[config.mk]
export PLATFORM = sky130hd
export DESIGN_NAME = demux1to2_stream
export DESIGN_NICKNAME = d
export VERILOG_FILES = /design/src/rtl/demux1to2_stream.sv
export SDC_FILE = /design/constraint.sdc
export NUM_CORES = 1
export LEC_CHECK = 0
export ABC_CLOCK_PERIOD_IN_PS = 1100
export CAP_MARGIN = 10
export CORE_MARGIN = 10
export CORE_UTILIZATION = 36
export CTS_CLUSTER_DIAMETER = 100
export DETAILED_ROUTE_END_ITERATION = 10
export PLACE_DENSITY = 0.76
export SYNTH_ARGS = -nofsm -noshare
export SYNTH_HDL_FRONTEND = slang
export SYNTH_SLANG_ARGS = --single-unit
[constraint.sdc]
create_clock -name clk -period 1.1 [get_ports clk]
set_input_delay 0.22 -clock clk [delete_from_list [all_inputs] [get_ports clk]]
set_output_delay 0.22 -clock clk [all_outputs]
set_load 0.01 [all_outputs]
[src/rtl/demux1to2_stream.sv]
// Registered 1-to-2 valid/ready stream demultiplexer with a one-entry holding slot per output.
// Optional per-output delivered-beat counters are built when DEMUX_CNT_EN is defined.
module demux1to2_stream #(
  parameter int unsigned DW = 8,
  parameter int unsigned CW = 8
) (
  input  logic          clk,
  input  logic          rst,
  input  logic [DW-1:0] in_data,
  input  logic          in_sel,
  input  logic          in_valid,
  output logic          in_ready,
  output logic [DW-1:0] out0_data,
  output logic          out0_valid,
  input  logic          out0_ready,
  output logic [DW-1:0] out1_data,
  output logic          out1_valid,
  input  logic          out1_ready,
  output logic [CW-1:0] cnt0,
  output logic [CW-1:0] cnt1
);

  typedef enum logic {
    SLOT_EMPTY = 1'b0,
    SLOT_FULL  = 1'b1
  } slot_state_e;

  slot_state_e   slot0_q, slot0_d;
  slot_state_e   slot1_q, slot1_d;
  logic [DW-1:0] data0_q, data0_d;
  logic [DW-1:0] data1_q, data1_d;
  logic          acc0, acc1;

  // Slot state and payload registers
  always_ff @(posedge clk) begin
    if (rst) begin
      slot0_q <= SLOT_EMPTY;
      slot1_q <= SLOT_EMPTY;
      data0_q <= '0;
      data1_q <= '0;
    end else begin
      slot0_q <= slot0_d;
      slot1_q <= slot1_d;
      data0_q <= data0_d;
      data1_q <= data1_d;
    end
  end

  // Ready follows the addressed slot only, so a stalled slot never blocks the other
  always_comb begin
    slot0_d  = slot0_q;
    slot1_d  = slot1_q;
    data0_d  = data0_q;
    data1_d  = data1_q;
    in_ready = 1'b1;
    acc0     = 1'b0;
    acc1     = 1'b0;

    if (in_sel) begin
      in_ready = (slot1_q == SLOT_EMPTY) | out1_ready;
    end else begin
      in_ready = (slot0_q == SLOT_EMPTY) | out0_ready;
    end

    acc0 = in_valid & in_ready & ~in_sel;
    acc1 = in_valid & in_ready & in_sel;

    case (slot0_q)
      SLOT_EMPTY: begin
        if (acc0) begin
          slot0_d = SLOT_FULL;
          data0_d = in_data;
        end
      end
      SLOT_FULL: begin
        if (acc0) begin
          data0_d = in_data;
        end else if (out0_ready) begin
          slot0_d = SLOT_EMPTY;
        end
      end
    endcase

    case (slot1_q)
      SLOT_EMPTY: begin
        if (acc1) begin
          slot1_d = SLOT_FULL;
          data1_d = in_data;
        end
      end
      SLOT_FULL: begin
        if (acc1) begin
          data1_d = in_data;
        end else if (out1_ready) begin
          slot1_d = SLOT_EMPTY;
        end
      end
    endcase
  end

  assign out0_valid = (slot0_q == SLOT_FULL);
  assign out1_valid = (slot1_q == SLOT_FULL);
  assign out0_data  = data0_q;
  assign out1_data  = data1_q;

`ifdef DEMUX_CNT_EN
  logic [CW-1:0] cnt0_q, cnt0_d;
  logic [CW-1:0] cnt1_q, cnt1_d;

  // Delivered-beat counters wrap silently
  always_ff @(posedge clk) begin
    if (rst) begin
      cnt0_q <= '0;
      cnt1_q <= '0;
    end else begin
      cnt0_q <= cnt0_d;
      cnt1_q <= cnt1_d;
    end
  end

  always_comb begin
    cnt0_d = cnt0_q;
    cnt1_d = cnt1_q;
    if (out0_valid & out0_ready) cnt0_d = cnt0_q + CW'(1);
    if (out1_valid & out1_ready) cnt1_d = cnt1_q + CW'(1);
  end

  assign cnt0 = cnt0_q;
  assign cnt1 = cnt1_q;
`else
  assign cnt0 = '0;
  assign cnt1 = '0;
`endif

endmodule

==> results of run 1 <==
==> path summary, 6_finish.rpt <==
| kind | start | endpoint | cells past startpoint |
|---|---|---|---|
| hold / removal | out0_ready | out0_valid | 4 |
| hold reg to reg | out0_data[1] | out0_data[1] | 2 |
| setup / recovery | out0_valid | in_ready | 3 |
| setup reg to reg | out0_valid | out0_data[2] | 5 |
==> area by class of cell <==
| type | instances | area (um^2) | area share, % |
|---|---|---|---|
| multi-input cells | 64 | 458 | 35.9 |
| well taps | 28 | 35.0 | 2.75 |
| repair buffers | 42 | 370 | 29.0 |
| flip-flops and latches | 18 | 377 | 29.5 |
| clock buffers | 4 | 36.3 | 2.84 |
==> logic make-up after synthesis <==
kind of cell    after synthesis  synth area share (%)
mux                          17                  19.4
flops                        18                  40.8
compound gates                2                  1.13
buf+inv                      20                  16.6
simple gates                 29                  21.7
other cells                   1                 0.425
==> sequential cells by signal, summed over array words and instances, names as in the netlist <==
register    flops
out0_valid      1
out1_data       8
out1_valid      1
out0_data       8
==> Yosys cell counts <==
master                     instances  area, um^2
sky130_fd_sc_hd__conb_1            1        3.75
sky130_fd_sc_hd__nand3b_1          1        7.51
sky130_fd_sc_hd__nand2b_1         25         156
sky130_fd_sc_hd__nand3_1           1        5.00
sky130_fd_sc_hd__and3b_1           1        8.76
sky130_fd_sc_hd__a21oi_1           2        10.0
sky130_fd_sc_hd__dfxtp_1          18         360
sky130_fd_sc_hd__mux2i_1          16         160
sky130_fd_sc_hd__nand2b_4          1        13.8
sky130_fd_sc_hd__clkbuf_1          2        7.51
sky130_fd_sc_hd__mux2_2            1        11.3
sky130_fd_sc_hd__buf_4            17         128
sky130_fd_sc_hd__buf_6             1        11.3
==> through the flow <==
stage               power (mW)  util [%]  area [um^2]  hold WS, ns  cells
floorplan                0.895         -          940        0.395    102
global placement          1.02      54.4         1240        0.459    149
detailed placement        1.02      54.4         1240        0.465    149
CTS                       1.41      57.3         1300        0.413    153
global route              1.48      56.1         1280        0.426    156
finish                    1.39      56.1         1280        0.422    156
==> layout by cell type, fill, tap and decap left out <==
| cell | netlist | final |
|---|---|---|
| sky130_fd_sc_hd__buf_4 | 17 | 6 |
| sky130_fd_sc_hd__mux2_4 | 0 | 1 |
| sky130_fd_sc_hd__buf_2 | 0 | 13 |
| sky130_fd_sc_hd__clkdlybuf4s15_2 | 0 | 1 |
| sky130_fd_sc_hd__dfxtp_2 | 0 | 13 |
| sky130_fd_sc_hd__nand3_4 | 0 | 1 |
| sky130_fd_sc_hd__clkdlybuf4s50_1 | 0 | 10 |
| sky130_fd_sc_hd__clkbuf_4 | 0 | 3 |
| sky130_fd_sc_hd__nand2b_1 | 25 | 24 |
| sky130_fd_sc_hd__dlygate4sd2_1 | 0 | 3 |
| sky130_fd_sc_hd__buf_12 | 0 | 3 |
| sky130_fd_sc_hd__nand2b_4 | 1 | 2 |
| sky130_fd_sc_hd__conb_1 | 1 | 16 |
| sky130_fd_sc_hd__nand3b_1 | 1 | 1 |
| sky130_fd_sc_hd__and3b_2 | 0 | 1 |
| sky130_fd_sc_hd__dfxtp_1 | 18 | 5 |
| sky130_fd_sc_hd__buf_6 | 1 | 2 |
| sky130_fd_sc_hd__clkbuf_2 | 0 | 3 |
| sky130_fd_sc_hd__clkbuf_8 | 0 | 1 |
| sky130_fd_sc_hd__mux2i_1 | 16 | 16 |
| sky130_fd_sc_hd__a21oi_1 | 2 | 2 |
| sky130_fd_sc_hd__clkbuf_16 | 0 | 1 |
==> power breakdown <==
| group | switching, mW | internal [mW] | total, mW | leakage (nW) |
|---|---|---|---|---|
| logic | 0.130 | 0.163 | 0.292 | 0.453 |
| registers | 0.0189 | 0.691 | 0.710 | 0.153 |
| clock network | 0.189 | 0.201 | 0.391 | 0.0210 |
==> critical path, delay by kind of cell, from the launching register on <==
kind	cells	cell delay, ns
simple gates	1	0.05
flops	1	0.36
buf+inv	1	0.12
mux	1	0.27
==> timing repair <==
item / CTS / global route
buffers inserted: 0 / 2
resized for setup: 70 / 25
gates cloned: 0 / 1
setup endpoints to repair: 34 / 32
hold buffers: 0 / 0
hold endpoints to repair: 0 / 0
pin swaps: 1 / 0
==> layer usage <==
| layer | share of wire [%] | GRT usage (%) | vias to the layer above |
|---|---|---|---|
| li1 | - | - | 332 |
| met1 | 38 | 8.11 | 289 |
| met2 | 46 | 12.4 | 33 |
| met3 | 16 | 6.56 | 0 |
| met4 | 0 | 1.33 | 0 |
| met5 | 0 | 0 | - |
==> impl_metrics.tcl, run 1 <==
set metrics [dict create \
    result_of_the_run "complete, but fails checks" \
    failing_checks "negative setup slack" \
    detail_route.first_pass.iterations 4 \
    critical_path_peak_fanout 2 \
    cap_violations 0 \
    detailedRoute.firstIterationViolations 8 \
    report.final.hold_viol_count 0 \
    setup.worst_path.class "reg2out" \
    cp_cell_sequence "nand2b_4, mux2_4, buf_6" \
    drc 0 \
    buffer_ports.inserted 32 \
    drtAntennaViolNets 0 \
    ioPinCount 49 \
    antenna_cells 0 \
    dieWidth_um 69.5 \
    synth.lib_cells_used.distinct 13 \
    rrSetupSlack_ns -0.02 \
    cells_after_synth 87 \
    areaGrowthSynthToFinish_pct 44.5 \
    worst_path_largest_cell_delay_ns 0.36 \
    dp_worst_setup_slack_ns -0.635 \
    power.leakage_nw 0.627 \
    timing.critical_path.to_type "output port" \
    timing.setup.tns_ns -0.309 \
    cts-htree-levels 1 \
    num-nets-final 143 \
    core-area_um2 2280 \
    timing.final.max_slew_violations 0 \
    final_layout_size_suffix_gt1_share_pct 39.8 \
    die_h_um 69.5 \
    avgViaCountPerCell 4.19 \
    grt_util_all_layers_pct 7.93 \
    critical_path_arrival_ns 1.08 \
    ctsLongestPathBuffers 2 \
    postSynthAreaPerCell_um2 10.2 \
    cts_num_sinks 18 \
    grt_start_max_net_pins 27 \
    final_critical_path_setup_slack_ns -0.204 \
    num-fill-cells 213 \
    setup_viol 8 \
    ys_seq_area_share_pct 40.8 \
    grt.overflow.total 0 \
    yosysWarnings 0 \
    critical_path_required_ns 0.88 \
    timing.fmax_mhz 767 \
    grt_pass1_vias 687 \
    cts_inserted_buffers 3 \
    grt_setup_unrepaired "yes" \
    worstHoldPathType "in2reg" \
    clock_tree_from_tritoncts "done" \
    routabilityCongestion 0.747 \
    detailroute.via_count 654 \
    yosys_register_bits 18 \
    row_count 17 \
    worst_path_max_delay_cell "sky130_fd_sc_hd__dfxtp_2" \
    vdd_drop_max_v 0.000613 \
    grt_pass1_wl_um 3260 \
    antenna_found_initial 0 \
    final_wl_um 2070 \
    synth_area_um2 883 \
    power_per_cell_area_nw_per_um2 1090 \
    cp-start-kind "flop" \
    post-route-min-period_ns 1.30 \
    detail_route.wl_per_cell_um 13.3 \
    clkSlewWorstSetupHoldPaths_ns 0.10 \
    insertion_delay_ns 0.28 \
    finalClockSkew_ns 0.000779 \
    detailed_place_hpwl_um 1640 \
    floorplan.die_area_um2 4840 \
    clock_tree.root_cell "sky130_fd_sc_hd__clkbuf_4" \
    start_util_pct 38.8 \
    timing.final.crit_share_pct 119 \
]
(Power assumes the default switching activity.)
==> run 2: changes to the inputs <==
- ABC_CLOCK_PERIOD_IN_PS: 1100 -> not set
==> results of run 2 <==
The final DEF is identical to that of run 1; final timing and power are the same.
